`src/rtl/mem_arbiter_rr_if.sv`:
```
// Bundle of requester-side and memory-side signals around mem_arbiter_rr.
// The slave modport is the arbiter's view: it serves the requesters and drives
// the downstream memory port. The master modport is the surrounding system
// (caches plus memory model) that drives requests and memory responses.
interface mem_arbiter_rr_if #(
    parameter int NUM_PORTS  = 2,
    parameter int ADDR_WIDTH = 16,
    parameter int LINE_WIDTH = 128
);
    // requester side
    logic [NUM_PORTS-1:0]            req_read;
    logic [NUM_PORTS-1:0]            req_write;
    logic [NUM_PORTS*ADDR_WIDTH-1:0] req_address;
    logic [NUM_PORTS*LINE_WIDTH-1:0] req_wdata;
    logic [LINE_WIDTH-1:0]           req_rdata;
    logic [NUM_PORTS-1:0]            req_resp;

    // downstream memory side
    logic                            mem_read;
    logic                            mem_write;
    logic [ADDR_WIDTH-1:0]           mem_address;
    logic [LINE_WIDTH-1:0]           mem_wdata;
    logic [LINE_WIDTH-1:0]           mem_rdata;
    logic                            mem_resp;

    modport slave (
        input  req_read,
        input  req_write,
        input  req_address,
        input  req_wdata,
        output req_rdata,
        output req_resp,
        output mem_read,
        output mem_write,
        output mem_address,
        output mem_wdata,
        input  mem_rdata,
        input  mem_resp
    );

    modport master (
        output req_read,
        output req_write,
        output req_address,
        output req_wdata,
        input  req_rdata,
        input  req_resp,
        input  mem_read,
        input  mem_write,
        input  mem_address,
        input  mem_wdata,
        output mem_rdata,
        output mem_resp
    );
endinterface

```
`src/rtl/mem_arbiter_rr.sv`:
```
// Round-robin arbiter merging NUM_PORTS line-granular requesters onto a single
// downstream memory port, one transaction outstanding at a time.
//
// state | meaning
// ------+------------------------------------------------------------------
// IDLE  | nothing in flight; pick next pending port after last_grant, latch it
// BUSY  | latched request driven downstream; waiting for mem_resp
module mem_arbiter_rr #(
    parameter int NUM_PORTS  = 2,
    parameter int ADDR_WIDTH = 16,
    parameter int LINE_WIDTH = 128
) (
    input  logic            clk,
    input  logic            rst_n,
    mem_arbiter_rr_if.slave bus
);
    localparam int GW = $clog2(NUM_PORTS);

    typedef enum logic {
        ST_IDLE = 1'b0,
        ST_BUSY = 1'b1
    } state_t;

    state_t                state_q, state_d;
    logic [GW-1:0]         grant_q, grant_d;
    logic [GW-1:0]         last_grant_q, last_grant_d;
    logic                  op_write_q, op_write_d;
    logic [ADDR_WIDTH-1:0] addr_q, addr_d;
    logic [LINE_WIDTH-1:0] wdata_q, wdata_d;

    logic [NUM_PORTS-1:0]  pending;
    logic                  found;
    logic [GW-1:0]         sel;
    logic                  sel_write;
    logic [ADDR_WIDTH-1:0] sel_addr;
    logic [LINE_WIDTH-1:0] sel_wdata;
    logic [NUM_PORTS-1:0]  req_resp;

    // Rotating-priority search: ports above last_grant first, then wrap to the
    // ports at or below it, so the most recently served port is tried last.
    always_comb begin
        pending = bus.req_read | bus.req_write;
        found   = 1'b0;
        sel     = '0;
        for (int p = 0; p < NUM_PORTS; p++) begin
            if (!found && pending[p] && (GW'(p) > last_grant_q)) begin
                found = 1'b1;
                sel   = GW'(p);
            end
        end
        for (int p = 0; p < NUM_PORTS; p++) begin
            if (!found && pending[p] && (GW'(p) <= last_grant_q)) begin
                found = 1'b1;
                sel   = GW'(p);
            end
        end
    end

    // Mux out the selected port's request; read+write together counts as write.
    always_comb begin
        sel_write = 1'b0;
        sel_addr  = '0;
        sel_wdata = '0;
        for (int p = 0; p < NUM_PORTS; p++) begin
            if (sel == GW'(p)) begin
                sel_write = bus.req_write[p];
                sel_addr  = bus.req_address[p*ADDR_WIDTH +: ADDR_WIDTH];
                sel_wdata = bus.req_wdata[p*LINE_WIDTH +: LINE_WIDTH];
            end
        end
    end

    // Next-state logic: capture the winner in IDLE, release it on mem_resp.
    always_comb begin
        state_d      = state_q;
        grant_d      = grant_q;
        last_grant_d = last_grant_q;
        op_write_d   = op_write_q;
        addr_d       = addr_q;
        wdata_d      = wdata_q;
        case (state_q)
            ST_IDLE: begin
                if (found) begin
                    state_d    = ST_BUSY;
                    grant_d    = sel;
                    op_write_d = sel_write;
                    addr_d     = sel_addr;
                    wdata_d    = sel_wdata;
                end
            end
            ST_BUSY: begin
                if (bus.mem_resp) begin
                    last_grant_d = grant_q;
                    state_d      = ST_IDLE;
                end
            end
            default: state_d = ST_IDLE;
        endcase
    end

    // State and latched-request registers; reset abandons any in-flight access.
    always_ff @(posedge clk or negedge rst_n) begin
        if (!rst_n) begin
            state_q      <= ST_IDLE;
            grant_q      <= '0;
            last_grant_q <= GW'(NUM_PORTS - 1);
            op_write_q   <= 1'b0;
            addr_q       <= '0;
            wdata_q      <= '0;
        end else begin
            state_q      <= state_d;
            grant_q      <= grant_d;
            last_grant_q <= last_grant_d;
            op_write_q   <= op_write_d;
            addr_q       <= addr_d;
            wdata_q      <= wdata_d;
        end
    end

    // Completion goes straight back to the granted port in the mem_resp cycle.
    always_comb begin
        req_resp = '0;
        for (int p = 0; p < NUM_PORTS; p++) begin
            if ((state_q == ST_BUSY) && bus.mem_resp && (grant_q == GW'(p))) begin
                req_resp[p] = 1'b1;
            end
        end
    end

    assign bus.req_resp    = req_resp;
    assign bus.req_rdata   = bus.mem_rdata;
    assign bus.mem_read    = (state_q == ST_BUSY) && !op_write_q;
    assign bus.mem_write   = (state_q == ST_BUSY) && op_write_q;
    assign bus.mem_address = addr_q;
    assign bus.mem_wdata   = wdata_q;

endmodule

```
`src/flat_wrapper.sv`:
```
// flat-port wrapper written by rule: the top's interface ports become plain ports
module mem_arbiter_rr_flat 
#(
    parameter int NUM_PORTS  = 2,
    parameter int ADDR_WIDTH = 16,
    parameter int LINE_WIDTH = 128
)
  (clk, rst_n, bus_req_read, bus_req_write, bus_req_address, bus_req_wdata, bus_req_rdata, bus_req_resp, bus_mem_read, bus_mem_write, bus_mem_address, bus_mem_wdata, bus_mem_rdata, bus_mem_resp);
  mem_arbiter_rr_if #(.NUM_PORTS(NUM_PORTS), .ADDR_WIDTH(ADDR_WIDTH), .LINE_WIDTH(LINE_WIDTH)) bus_i ();
  input  logic clk;
  input  logic rst_n;
  input wire logic [$bits(bus_i.req_read)-1:0] bus_req_read;
  input wire logic [$bits(bus_i.req_write)-1:0] bus_req_write;
  input wire logic [$bits(bus_i.req_address)-1:0] bus_req_address;
  input wire logic [$bits(bus_i.req_wdata)-1:0] bus_req_wdata;
  output wire logic [$bits(bus_i.req_rdata)-1:0] bus_req_rdata;
  output wire logic [$bits(bus_i.req_resp)-1:0] bus_req_resp;
  output wire logic [$bits(bus_i.mem_read)-1:0] bus_mem_read;
  output wire logic [$bits(bus_i.mem_write)-1:0] bus_mem_write;
  output wire logic [$bits(bus_i.mem_address)-1:0] bus_mem_address;
  output wire logic [$bits(bus_i.mem_wdata)-1:0] bus_mem_wdata;
  input wire logic [$bits(bus_i.mem_rdata)-1:0] bus_mem_rdata;
  input wire logic [$bits(bus_i.mem_resp)-1:0] bus_mem_resp;
  assign bus_i.req_read = bus_req_read;
  assign bus_i.req_write = bus_req_write;
  assign bus_i.req_address = bus_req_address;
  assign bus_i.req_wdata = bus_req_wdata;
  assign bus_req_rdata = bus_i.req_rdata;
  assign bus_req_resp = bus_i.req_resp;
  assign bus_mem_read = bus_i.mem_read;
  assign bus_mem_write = bus_i.mem_write;
  assign bus_mem_address = bus_i.mem_address;
  assign bus_mem_wdata = bus_i.mem_wdata;
  assign bus_i.mem_rdata = bus_mem_rdata;
  assign bus_i.mem_resp = bus_mem_resp;
  mem_arbiter_rr #(.NUM_PORTS(NUM_PORTS), .ADDR_WIDTH(ADDR_WIDTH), .LINE_WIDTH(LINE_WIDTH)) u_core (.clk(clk), .rst_n(rst_n), .bus(bus_i));
endmodule
```
`config.mk`:
```
export PLATFORM = sky130hd
export DESIGN_NAME = mem_arbiter_rr_flat
export DESIGN_NICKNAME = d
export VERILOG_FILES = /design/src/rtl/mem_arbiter_rr_if.sv /design/src/rtl/mem_arbiter_rr.sv /design/src/flat_wrapper.sv
export SDC_FILE = /design/constraint.sdc
export NUM_CORES = 1
export LEC_CHECK = 0
export CAP_MARGIN = 20
export CELL_PAD_IN_SITES_DETAIL_PLACEMENT = 1
export CELL_PAD_IN_SITES_GLOBAL_PLACEMENT = 2
export CORE_AREA = 2 2 272 274
export CTS_CLUSTER_DIAMETER = 150
export DETAILED_ROUTE_END_ITERATION = 8
export DIE_AREA = 0 0 274 276
export HOLD_SLACK_MARGIN = 0.03
export PLACE_DENSITY = 0.63
export SYNTH_ARGS = -nofsm -noshare
export SYNTH_HDL_FRONTEND = slang
export SYNTH_SLANG_ARGS = --single-unit
```
`constraint.sdc`:
```
create_clock -name clk -period 3.7 [get_ports clk]
set_clock_uncertainty 0.2 [all_clocks]
set_input_delay 0.74 -clock clk [delete_from_list [all_inputs] [get_ports clk]]
set_output_delay 0.74 -clock clk [all_outputs]
set_load 0.05 [all_outputs]
```
=== Word level (Yosys, flattened, before mapping) ===
Index checks and enable logic that the tools add are counted.

* Bitwise logic cells: 3
* Muxes and demuxes: 15
* Reduce and logical (&&, ||, !) cells: 18
* Magnitude comparators: 4

{| class="wikitable"
|+ Operators with widths
! operator !! number
|-
| $mux 128 || 1
|-
| $mux 16 || 1
|-
| $logic_and 1x1->1 || 12
|-
| $mux 1 || 12
|-
| $logic_not 1->1 || 4
|-
| $reduce_and 2->1 || 2
|-
| $gt 1x1->1 const A || 2
|-
| $le 1x1->1 const A || 2
|-
| $not 1->1 || 2
|-
| $or 2x2->2 || 1
|-
| $pmux 1 s2 || 1
|}

* Output and inout port bits: 276
* Register bits after elaboration: 148
* Input port bits: 423

=== Logic depth before layout (Yosys ltp) ===
Gate-level depths: netlist of the first run.

* Depth after elaboration: 17
* Gate-level depth with buffers: 6
* Depth with buffers taken out: 3

=== Worst setup path before layout of the first run ===
Ideal clock, no wire load.

* Kind: register to output
* Start: register u_core.state_q
* End: output bus_mem_read
* Buffers on the path: 2
* Setup slack: 1.162 ns
* Data arrival time: 1.598 ns
* Data required time: 2.760 ns
* Stages on the path, launching flop included: 4
* Cells stage by stage: dfrtp_1 clkbuf_1 clkbuf_1 nor2b_1

* Word-level cells in the longest chain between the ends: 1

{| class="wikitable"
|+ RTL lines
! item !! RTL line !! source
|-
| start, declared || mem_arbiter_rr.sv:24 || <nowiki>state_t state_q, state_d;</nowiki>
|-
| start signal, assigned || mem_arbiter_rr.sv:111 || <nowiki>state_q <= state_d;</nowiki>
|-
| $logic_and 1x1->1 || mem_arbiter_rr.sv:132 || <nowiki>assign bus.mem_read = (state_q == ST_BUSY) && !op_write_q;</nowiki>
|-
| end, declared || flat_wrapper.sv:18 || <nowiki>output wire logic [$bits(bus_i.mem_read)-1:0] bus_mem_read;</nowiki>
|}

No other way between the ends.

=== Worst setup path in the final report of the first run ===
* Start: register u_core.state_q
* End: output bus_req_resp[1]

* Word-level cells in the longest chain between the ends: 3

{| class="wikitable"
|+ RTL lines
! item !! RTL line !! source
|-
| $logic_and 1x1->1 (2 in series) || mem_arbiter_rr.sv:124 || <nowiki>if ((state_q == ST_BUSY) && bus.mem_resp && (grant_q == GW'(p))) begin</nowiki>
|-
| $mux 1 || mem_arbiter_rr.sv:124 ||
|-
| end, declared || flat_wrapper.sv:17 || <nowiki>output wire logic [$bits(bus_i.req_resp)-1:0] bus_req_resp;</nowiki>
|}

No other way between the ends.

==> results.txt, run 1 <==
The run finished with clean final reports. Clock-pin slew was measured on the worst setup and hold paths at 0.07 ns. The synthesized netlist net count is 1262. The number of different library cells used by synthesis comes to 27.

Setup repair after global routing left no endpoint under its margin. The sort of element at the end of the critical path is an output port. In this run the count of I/O pins placed on the die edge is 699. Data on the critical path is required at its endpoint by 2.76 ns. The via count of the first global-routing pass is 9298.

The count of yosys warnings during synthesis is 0. The relative contribution of combinational cells to total power came out at 46.2%. The net count of the finished layout is 1511. The final clock period utilization by the worst path is 79.4%. For this design the ratio of total power to cell area is 574 nW/µm². The worst-case clock buffer depth came out at 2. The clock net in this run drives a total of 148 sinks. In the synthesized netlist the dominant register cell turns out to be sky130_fd_sc_hd__dfrtp_1.

The internal reg-to-reg setup slack is 1.51 ns. The overall global routing resource usage is 11.3%. The clock insertion delay at the later pin of the skew report came out at 0.47 ns. The leftover overflow at the end of global routing came out at 0. The first-pass GRT wire length came out at 63.9 mm.

Data arrives at the worst endpoint at 2.00 ns. The post-CTS setup repair buffer count came out at 0. The largest net degree at the start of global routing is 151.

CTS built an H-tree with a depth of 4. The total negative setup slack came out at 0 ns. The die outline width is 274 µm.

The worst hold-check slack is 0.342 ns. The number of input and output port buffers inserted is 442. The routed layout has 8535 vias. The leakage power of the design came out at 4.80 nW. The number of setup violations in the final report is 0. The total detailed-routing wirelength came out at 43.9 mm. The total net switching power came out at 3.43 mW. The mean instance size in the synthesized netlist came out at 10.2 µm². The count of final max-slew check failures is 0. The initial antenna violation count came to 7. The standard cell core area is 72600 µm².

The clock buffer count from CTS came out at 17. The synthesized cell area is 8530 µm². The fraction of layout cells with a size suffix above 1 is 6.18%. For this configuration, the core starts out at a cell density of 11.8%.

The startpoint-to-endpoint class of the critical path is flop to output port. The post-layout total power is 7.91 mW. In this run the worst hold path is classified as flop to flop.

The number of filler cells placed in the layout came out at 8276. The tree is rooted in a sky130_fd_sc_hd__clkbuf_16. The internal portion of total power came out at 4.48 mW. The most critical setup path has its startpoint at u_core.state_q. The remaining antenna violation count after routing came out at 0. The worst register-to-register path begins at u_core.state_q. IR analysis of the VDD net gives a maximum drop of 284 µV.

The wire length per cell after detailed routing came out at 21.3 µm. The critical path ends at bus_req_resp[1]. The headroom to the max-slew limit came out at 38.3%. The placed cell area is 13100 µm².

The die area came out at 75600 µm². The pre-antenna-repair detailed-routing pass consisted of 4 iterations. The routed via count divided by cell count is 4.14. The layout overhead on the synthesized area came out at 61.5%. In this run, flip-flops and latches consume 28.2% of the power. TritonCTS built the clock tree. The number of cells produced by synthesis came out at 839. The top achievable clock speed came out at 0.340 GHz.

The capture instance of the worst register-to-register path is u_core.bus.mem_wdata[41]. The largest driver fanout on the critical path is 150. The placer congestion estimate came out at 0.743.

The number of max-cap violations is 0. The post-DP HPWL is 30.5 mm. The number of enable flip-flop cells after synthesis is 0. The height of the die is 276 µm.

The flip-flop and latch count after synthesis came out at 148. The post-route cell area is 13800 µm². The final antenna diode count came out at 0. The share of synthesized area occupied by flip-flops and latches is 43.4%. The detailed-route DRC error count is 0. After floorplanning, the core was divided into 99 placement rows. The number of violations reported at the end of detailed-routing iteration 0 came out at 337. The total count of hold-check failures in the final report came to 0. The post-synthesis async set-or-reset flop share is 100%. The clock power share came out at 25.6%. Net switching is 43.3% of the power. The hold path startpoint is u_core.bus.mem_wdata[53]. The worst-case reg-to-reg path depth is 4.

STA classifies the critical path startpoint as a flop. For the pin with the worst max-slew slack, the measured transition is 0.925 ns. For the finished layout, the period the worst path requires is 2.94 ns.
==> power groups by stage <==
stage	combinational (mW)	clock (mW)	sequential (mW)
2_1_floorplan	1.25	0	3.51
3_3_place_gp	3.66	0	2.25
3_5_place_dp	3.69	0	2.25
4_1_cts	3.69	2.14	2.23
5_1_grt	3.83	2.19	2.28
6_report	3.65	2.03	2.23
==> repair_timing <==
item,CTS,global route
setup endpoints to repair,0,0
hold endpoints to repair,1,0
hold buffers,1,0
resized for setup,0,0
==> synth_stat cells, types with 2 or more instances <==
| cell | count | area, µm² |
|---|---|---|
| sky130_fd_sc_hd__a21o_1 | 2 | 15.0 |
| sky130_fd_sc_hd__dfrtp_1 | 147 | 3680 |
| sky130_fd_sc_hd__o21ai_1 | 24 | 120 |
| sky130_fd_sc_hd__buf_4 | 130 | 976 |
| sky130_fd_sc_hd__buf_2 | 38 | 190 |
| sky130_fd_sc_hd__a311oi_1 | 144 | 1260 |
| sky130_fd_sc_hd__clkbuf_1 | 70 | 263 |
| sky130_fd_sc_hd__o21ai_0 | 121 | 606 |
| sky130_fd_sc_hd__a2bb2oi_1 | 144 | 1260 |
| sky130_fd_sc_hd__or2_1 | 2 | 12.5 |
==> sequential cells by signal, indices dropped and copies added (netlist names) <==
name,cells
u_core.bus.mem_wdata,128
u_core.bus.mem_address,16
u_core.grant_q,1
u_core.last_grant_q,1
u_core.op_write_q,1
u_core.state_q,1
==> critical path: stages (launching register included) <==
cell	delay [ns]
sky130_fd_sc_hd__dfrtp_4	0.44
sky130_fd_sc_hd__buf_12	0.49
sky130_fd_sc_hd__and3_1	0.31
sky130_fd_sc_hd__buf_4	0.25
==> per-layer routing <==
| metal | wire length [µm] | GRT usage [%] | vias to the layer above |
|---|---|---|---|
| met5 | 46 | 0 | - |
| met4 | 2080 | 6.06 | 8 |
| met3 | 3950 | 4.43 | 122 |
| met2 | 20000 | 17.7 | 376 |
| met1 | 17900 | 13.2 | 4332 |
| li1 | - | - | 3697 |
==> stage by stage <==
stage,utilization (%),instances,worst slack (ns)
after CTS,19.0,2060,0.601
after global routing,19.0,2060,0.583
after floorplan,-,839,1.16
after global placement,18.1,2027,0.713
after detailed placement,18.1,2027,0.720
final,19.0,2060,0.763
==> kinds of logic (layout without fill, tap and decap cells) <==
group / after synthesis / count (layout) / share of synthesized area, %
multiplexers: 1 / 1 / 0.117
AO/OA/AOI/OAI: 439 / 439 / 38.6
AND/OR/NAND/NOR: 13 / 13 / 1.14
buffers and inverters: 238 / 500 / 16.7
flip-flops: 148 / 148 / 43.4
==> area by class of cell <==
type	instances	area, µm²	area share (%)
Timing Repair Buffer	468	4820	35.0
Clock buffer	17	425	3.09
Sequential cell	148	3710	26.9
Clock inverter	15	210	1.52
Tap cell	959	1200	8.70
Multi-Input combinational cell	453	3420	24.8
==> placed cells by master (no fill, tap or decap), types with 2 or more instances in the layout <==
cell,count
sky130_fd_sc_hd__clkdlybuf4s50_1,439
sky130_fd_sc_hd__dfrtp_1,146
sky130_fd_sc_hd__a311oi_1,144
sky130_fd_sc_hd__a2bb2oi_1,144
sky130_fd_sc_hd__o21ai_0,121
sky130_fd_sc_hd__o21ai_1,24
sky130_fd_sc_hd__clkbuf_16,17
sky130_fd_sc_hd__buf_12,16
sky130_fd_sc_hd__buf_4,11
sky130_fd_sc_hd__inv_8,6
sky130_fd_sc_hd__clkinv_4,4
sky130_fd_sc_hd__bufinv_16,3
sky130_fd_sc_hd__nor2_4,2
sky130_fd_sc_hd__a21o_1,2
sky130_fd_sc_hd__inv_6,2
==> how the worst min path moves through the flow <==
| stage | to | slack, ns | depth (start not counted) |
|---|---|---|---|
| after global placement | u_core.bus.mem_wdata[66] | 0.32 | 1 |
| final | u_core.bus.mem_wdata[53] | 0.34 | 1 |
| after detailed placement | u_core.bus.mem_address[6] | 0.33 | 1 |
| after CTS | u_core.bus.mem_wdata[53] | 0.35 | 1 |
| after floorplan | u_core.bus.mem_address[0] | 0.24 | 0 |
| after global routing | u_core.bus.mem_wdata[87] | 0.36 | 1 |
(Power assumes the default switching activity.)
==> run 2, diff against run 1 <==
CORE_AREA = 2 2 271 273   (was 2 2 272 274)
DIE_AREA = 0 0 273 275   (was 0 0 274 276)
clock period = 2.75 ns   (was 3.7 ns; I/O delays follow)
==> run 2 against run 1 <==
Effect of this change:
- hold slack worse by 0.020 ns
- largest power group unchanged
- via count is 1.1% higher
- largest cell class unchanged
- total power is 35% higher
- critical path type unchanged
- clock-buffer cell count stayed put
==> results.txt, run 2 (synthesis gave the netlist of run 1 again) <==
Commonest non-fill, non-tap cells in the layout: sky130_fd_sc_hd__clkdlybuf4s50_1 (437), sky130_fd_sc_hd__dfrtp_1 (146), sky130_fd_sc_hd__a311oi_1 (144), sky130_fd_sc_hd__a2bb2oi_1 (144), sky130_fd_sc_hd__o21ai_0 (121) (was sky130_fd_sc_hd__clkdlybuf4s50_1 (439), sky130_fd_sc_hd__dfrtp_1 (146), sky130_fd_sc_hd__a311oi_1 (144), sky130_fd_sc_hd__a2bb2oi_1 (144), sky130_fd_sc_hd__o21ai_0 (121)). The leakage power of the design came to 4.92 nW (was 4.80 nW). The number of setup violations in the final report came out at 0 (unchanged). The largest driver fanout on the critical path is 2 (was 150). The clock sink count is 148 (unchanged).

The layout overhead on the synthesized area is 64.1% (was 61.5%). The headroom to the max-slew limit is 56.0% (was 38.3%). Unrepaired setup endpoints after global routing: no (unchanged). The transition time at the pin with the least slew margin came out at 0.660 ns (was 0.925 ns). The initial core utilization came out at 11.8% (about the same). The routed via count divided by cell count came out at 4.15 (was 4.14). Critical path cell sequence: clkdlybuf4s50_1 (was buf_12, and3_1, buf_4). The height of the die is 275 µm (was 276 µm). The sort of element at the end of the critical path is an output port (unchanged).

The clock root buffer was sky130_fd_sc_hd__clkbuf_16 (unchanged). The count of standard-cell rows is 99 (unchanged). The via count of the first global-routing pass came out at 9342 (was 9298). The clock power share came out at 24.5% (was 25.6%). The switching part of the total came out at 43.6% (was 43.3%). The placer congestion estimate is 0.739 (was 0.743).

The overall global routing resource usage is 11.6% (was 11.3%). The capture instance of the worst register-to-register path was u_core.bus.mem_wdata[22] (was u_core.bus.mem_wdata[41]). The post-DP HPWL is 31.9 mm (was 30.5 mm). The clock transition at the register clock pins on the worst setup and hold paths after CTS came out at 0.08 ns (was 0.07 ns). The path category of the worst min-delay check was flop to flop (unchanged). The total count of hold-check failures in the final report is 0 (unchanged). The family with the most delay on the worst path is buffers and inverters (unchanged). The cell area power density came out at 763 nW/µm² (was 574 nW/µm²). The post-CTS setup repair buffer count was 0 (unchanged). The launching point of the worst reg2reg path is u_core.last_grant_q (was u_core.state_q). For this run, the top clock speed supported by timing is 0.388 GHz. The relative contribution of combinational cells to total power is 47.2% (was 46.2%). The count of buffering cells on the critical path with inverters included is 1 (was 2). The number of violations reported at the end of detailed-routing iteration 0 was 426 (was 337). The remaining antenna violation count after routing was 0 (unchanged). The number of H-tree branching levels came out at 4 (unchanged). The number of flip-flops in the largest register was 128 (unchanged). The first-pass GRT wire length is 64.4 mm (was 63.9 mm).

Result of the run: complete, no violations (unchanged). The slowest stage cell on the critical path is sky130_fd_sc_hd__clkdlybuf4s50_1 (was sky130_fd_sc_hd__buf_12). The total negative setup slack came out at 0 ns (unchanged). The total detailed-routing wirelength came out at 45.1 mm (was 43.9 mm). The number of nets at the end of the flow is 1531 (was 1511).

The fraction of layout cells with a size suffix above 1 is 8.03% (was 6.18%). The detailed-route DRC error count came out at 0 (unchanged). The startpoint-to-endpoint class of the critical path is flop to output port (unchanged). The die outline width came out at 273 µm (was 274 µm). The hold path startpoint is u_core.grant_q (was u_core.bus.mem_wdata[53]).

The post-layout total power came out at 10.7 mW (was 7.91 mW). The final period demand of the worst path came out at 2.58 ns. The final clock period utilization by the worst path is 93.7%. The standard cell core area is 72300 µm² (was 72600 µm²). The clock buffer count from CTS was 17 (unchanged). The count of cells along the worst hold path is 1 (unchanged). The leftover overflow at the end of global routing came out at 0 (unchanged).

The vias after detailed routing is 8629 (was 8535). The count of final max-slew check failures came out at 0 (unchanged). The TritonCTS clock tree is built (unchanged).

The die area came out at 75100 µm² (was 75600 µm²). The startpoint type of the worst setup path is a flop (unchanged). The critical path arrival is 1.83 ns (was 2.00 ns). The internal reg-to-reg setup slack is 0.81 ns (was 1.51 ns). The worst vdd rail ir drop came out at 320 µV (was 284 µV). The number of filler cells placed in the layout came out at 8282 (was 8276). The internal portion of total power came out at 6.02 mW (was 4.48 mW). The number of input and output port buffers inserted came out at 442 (unchanged). The endpoint of the worst hold path was u_core.grant_q (was u_core.bus.mem_wdata[53]). The worst-case clock buffer depth was 2 (unchanged).

The total net switching power is 4.67 mW (was 3.43 mW). The power share of the sequential group is 28.3% (was 28.2%). The commonest non-fill, non-tap cell in the layout is sky130_fd_sc_hd__clkdlybuf4s50_1 (unchanged). The maximum cell stage delay along the critical path is 0.86 ns (was 0.49 ns). The initial antenna violation count is 6 (was 7). The number of max-cap violations came out at 0 (unchanged). The clock insertion delay at the later pin of the skew report is 0.48 ns (was 0.47 ns). The worst-case reg-to-reg path depth is 5 (was 4). The number of detailed-routing iterations run before antenna repair came to 5 (was 4). The largest net degree at the start of global routing is 85 (was 151). The I/O pin total came to 699 (unchanged).

The critical path required time is 2.00 ns (was 2.76 ns). The wire length per cell after detailed routing came out at 21.7 µm (was 21.3 µm).
## run 2: routing by layer
metal	global-route usage, %	routed length, µm	share of wire, %	up-vias
li1	-	-	-	3732
met1	13.3	17900	40	4335
met2	18.1	20700	46	429
met3	4.85	4300	9.5	131
met4	6.86	2220	4.9	2
met5	0	13	0.029	-
## run 2: layout make-up
class	instances	area, µm²	share of cell area (%)
repair buffers	488	5060	36.2
flip-flops and latches	148	3710	26.5
multi-input cells	453	3420	24.4
well taps	959	1200	8.57
clock buffers	17	425	3.04
clock inverters	15	185	1.32
diodes	1	2.50	0.0179
## run 2: worst max-delay path by stage
| stage | start | end | slack (ns) | depth (start not counted) |
|---|---|---|---|---|
| after CTS | u_core.bus.mem_address[3] | bus_mem_address[3] | 0.11 | 1 |
| after floorplan | u_core.state_q | bus_mem_read | 0.40 | 3 |
| after global placement | bus_req_read[1] | u_core.bus.mem_address[6] | 0.05 | 5 |
| final | u_core.bus.mem_address[3] | bus_mem_address[3] | 0.17 | 1 |
| after global routing | u_core.bus.mem_address[3] | bus_mem_address[3] | 0.10 | 1 |
| after detailed placement | bus_req_read[1] | u_core.bus.mem_address[6] | 0.01 | 5 |
## run 2: power by group through the flow
| stage | registers, mW | clock network [mW] | logic [mW] |
|---|---|---|---|
| 4_1_cts | 3.03 | 2.76 | 5.09 |
| 3_3_place_gp | 3.05 | 0 | 5.03 |
| 5_1_grt | 3.09 | 2.83 | 5.28 |
| 2_1_floorplan | 4.72 | 0 | 1.68 |
| 3_5_place_dp | 3.05 | 0 | 5.08 |
| 6_report | 3.03 | 2.62 | 5.04 |
## run 2: what timing repair did
item                                    4_1_cts  5_1_grt
resized for setup                             0        0
hold endpoints to repair                     43        0
endpoints found under the setup margin        0        0
hold buffers                                  1        0
## run 2: through the flow
step / cell area, µm² / std cells / util, % / setup slack, ns / hold slack [ns]
2_1_floorplan: 8530 / 839 / - / 0.402 / 0.0544
6_report: 14000 / 2081 / 19.4 / 0.172 / 0.322
3_5_place_dp: 13400 / 2047 / 18.5 / 0.0106 / 0.312
5_1_grt: 14000 / 2081 / 19.4 / 0.101 / 0.353
4_1_cts: 14000 / 2080 / 19.4 / 0.110 / 0.329
3_3_place_gp: 13400 / 2047 / 18.5 / 0.0455 / 0.296
==> run 3, diff against run 2 <==
CELL_PAD_IN_SITES_DETAIL_PLACEMENT = default   (was 1)
CELL_PAD_IN_SITES_GLOBAL_PLACEMENT = default   (was 2)
DONT_BUFFER_PORTS = 1   (was default)
PLACE_DENSITY = 0.3   (was 0.63)
==> run 3 against run 2 <==
Effect of this change:
- the run now ends with negative hold slack left
- hold slack got worse by 0.75 ns
- sequential share of layout area rose by 8.6 points
- combinational power fell by 65%
- largest cell class is now sequential cells
- highest routed layer unchanged
==> results.txt, run 3 (synthesis gave the netlist of run 1 again) <==
Result of the run: finished, violations left (was complete, no violations). The final reports fail on negative hold slack. The remaining antenna violation count after routing came out at 0 (unchanged). The largest net degree at the start of global routing is 149 (was 85). The placer congestion estimate came out at 0.746 (was 0.739). The standard cell core area came to 72300 µm² (unchanged). The placed cell area is 8700 µm² (was 13400 µm²). The leftover overflow at the end of global routing is 0 (unchanged).

The headroom to the max-slew limit is 35.6% (was 56.0%). The critical path required time is 2.00 ns (about the same). The number of violations reported at the end of detailed-routing iteration 0 came out at 565 (was 426). The number of filler cells placed in the layout came out at 8196 (was 8282). The total count of hold-check failures in the final report is 148 (was 0). The leakage power of the design came out at 3.55 nW (was 4.92 nW). The final clock period utilization by the worst path is 89.9% (was 93.7%). The transition time at the pin with the least slew margin is 0.956 ns (was 0.660 ns). The final period demand of the worst path was 2.47 ns (was 2.58 ns). The TritonCTS clock tree is built (unchanged). The multi-input gate area in the final layout came out at 3420 µm² (unchanged).

The count of final max-slew check failures was 0 (unchanged). The clock root buffer is sky130_fd_sc_hd__clkbuf_16 (unchanged). The clock buffer count from CTS came out at 17 (unchanged).

The die area came to 75100 µm² (unchanged). The number of nets at the end of the flow came out at 1192 (was 1531). The post-cts hold buffer count came out at 121 (was 1). The clock sink count was 148 (unchanged).

The launching point of the worst reg2reg path was u_core.state_q (was u_core.last_grant_q). The path category of the worst min-delay check is input port to asynchronous set/reset pin (was flop to flop). The worst-case clock buffer depth came out at 2 (unchanged). The layout overhead on the synthesized area is 23.9% (was 64.1%).

The fraction of layout cells with a size suffix above 1 is 8.70% (was 8.03%). The post-layout total power came to 9.39 mW (was 10.7 mW). The top achievable clock speed came to 0.405 GHz (was 0.388 GHz).

The post-DP HPWL came out at 29.5 mm (was 31.9 mm). The peak-usage layer in the global routing report is met2 (unchanged). The wire length per cell after detailed routing is 24.7 µm (was 21.7 µm).

The sort of element at the end of the critical path is an output port (unchanged). The post-route cell area came out at 10600 µm² (was 14000 µm²). The number of input and output port buffers inserted is 0 (was 442). The I/O pin total came out at 699 (unchanged). The routed via count divided by cell count is 4.18 (was 4.15). The post-CTS setup repair buffer count came out at 0 (unchanged).

The initial antenna violation count came out at 13 (was 6). The detailed-route DRC error count came out at 0 (unchanged). The worst hold-check slack is -0.433 ns (was 0.322 ns). The clock insertion delay at the later pin of the skew report came out at 0.46 ns (was 0.48 ns). The source of the critical timing path was u_core.state_q (was u_core.bus.mem_address[3]). The via count of the first global-routing pass was 7492 (was 9342). The number of setup violations in the final report is 0 (unchanged). The number of max-cap violations came out at 0 (unchanged). The cell area power density came to 888 nW/µm² (was 763 nW/µm²). The number of detailed-routing iterations run before antenna repair came out at 5 (unchanged).

The number of flip-flops in the largest register came out at 128 (unchanged). The critical path arrival came out at 1.72 ns (was 1.83 ns). The worst vdd rail ir drop is 328 µV (was 320 µV). The number of H-tree branching levels is 4 (unchanged). The area taken by flip-flops and latches came out at 3710 µm² (unchanged). The initial core utilization is 11.8% (unchanged). The clock transition at the register clock pins on the worst setup and hold paths after CTS is 0.07 ns (was 0.08 ns). The count of standard-cell rows is 99 (unchanged). Commonest non-fill, non-tap cells in the layout: sky130_fd_sc_hd__dfrtp_1 (146), sky130_fd_sc_hd__a311oi_1 (144), sky130_fd_sc_hd__a2bb2oi_1 (144) (was sky130_fd_sc_hd__clkdlybuf4s50_1 (437), sky130_fd_sc_hd__dfrtp_1 (146), sky130_fd_sc_hd__a311oi_1 (144), sky130_fd_sc_hd__a2bb2oi_1 (144), sky130_fd_sc_hd__o21ai_0 (121)). The first-pass GRT wire length is 58.7 mm (was 64.4 mm). The met3 layer usage reported by global route is 3.88% (was 4.85%).

The total negative setup slack came to 0 ns (unchanged). The post-cts sizing count came out at 0 (unchanged). The largest driver fanout on the critical path was 25 (was 2). The startpoint-to-endpoint class of the critical path is flop to output port (unchanged).

The startpoint type of the worst setup path is a flop (unchanged). The met2 global-route usage came out at 17.7% (was 18.1%). The height of the die came out at 275 µm (unchanged).

The overall global routing resource usage is 11.0% (was 11.6%). The vias after detailed routing is 7290 (was 8629). The commonest non-fill, non-tap cell in the layout is sky130_fd_sc_hd__dfrtp_1 (was sky130_fd_sc_hd__clkdlybuf4s50_1).

Unrepaired setup endpoints after global routing: no (unchanged). The total detailed-routing wirelength came out at 43.1 mm (was 45.1 mm). The global routing usage on met1 came out at 12.3% (was 13.3%). The post-layout utilization of the core is 14.6% (was 19.4%). The die outline width was 273 µm (unchanged).
run 3: cell types whose count changed in the layout (fill, tap and decap cells not counted), moves of 3 or more:
| cell | previous run | this run |
|---|---|---|
| sky130_fd_sc_hd__buf_12 | 24 | 13 |
| sky130_fd_sc_hd__dlygate4sd3_1 | 1 | 121 |
| sky130_fd_sc_hd__inv_8 | 5 | 0 |
| sky130_fd_sc_hd__diode_2 | 1 | 5 |
| sky130_fd_sc_hd__clkdlybuf4s50_1 | 437 | 0 |
| sky130_fd_sc_hd__clkinvlp_4 | 1 | 4 |
| sky130_fd_sc_hd__inv_6 | 6 | 3 |
| sky130_fd_sc_hd__buf_4 | 25 | 15 |
run 3: final cells by class:
type,instances,share of cell area (%)
diodes,5,0.118
clock buffers,19,4.28
clock inverters,13,1.83
multi-input cells,453,32.4
flip-flops and latches,148,35.1
well taps,959,11.3
repair buffers,149,15.0
run 3: worst paths after layout:
path,endpoint,slack (ns),cells past startpoint
max in group asynchronous,u_core.last_grant_q,2.51,0
hold reg to reg,u_core.op_write_q,0.32,2
setup / recovery,bus_req_resp[0],0.28,3
min in group clk,u_core.bus.mem_wdata[126],0.08,2
hold / removal,u_core.bus.mem_wdata[123],-0.43,0
setup reg to reg,u_core.bus.mem_wdata[100],0.63,3
run 3: stage by stage:
stage / cells / worst slack, ns
2_1_floorplan: 839 / 0.402
3_3_place_gp: 1588 / 0.518
3_5_place_dp: 1588 / 0.521
4_1_cts: 1741 / 0.167
5_1_grt: 1746 / 0.135
6_report: 1746 / 0.279
run 3: routing by layer:
layer / up-vias / share of wire (%)
met5: - / 0.035
met4: 2 / 5.1
met3: 151 / 8.4
met2: 399 / 49
met1: 3681 / 37
li1: 3057 / -
run 3: power breakdown:
part           switching, mW  internal [mW]  leakage (nW)  total [mW]
registers               2.27           2.64          1.65        4.91
clock network           1.15           1.58         0.303        2.73
logic                  0.915          0.837          1.59        1.75
run 3: worst max-delay path: stages (launching register included):
cell                      delay (ns)
sky130_fd_sc_hd__dfrtp_4        0.66
sky130_fd_sc_hd__nand2_1        0.12
sky130_fd_sc_hd__nor2_1         0.22
sky130_fd_sc_hd__buf_4          0.26
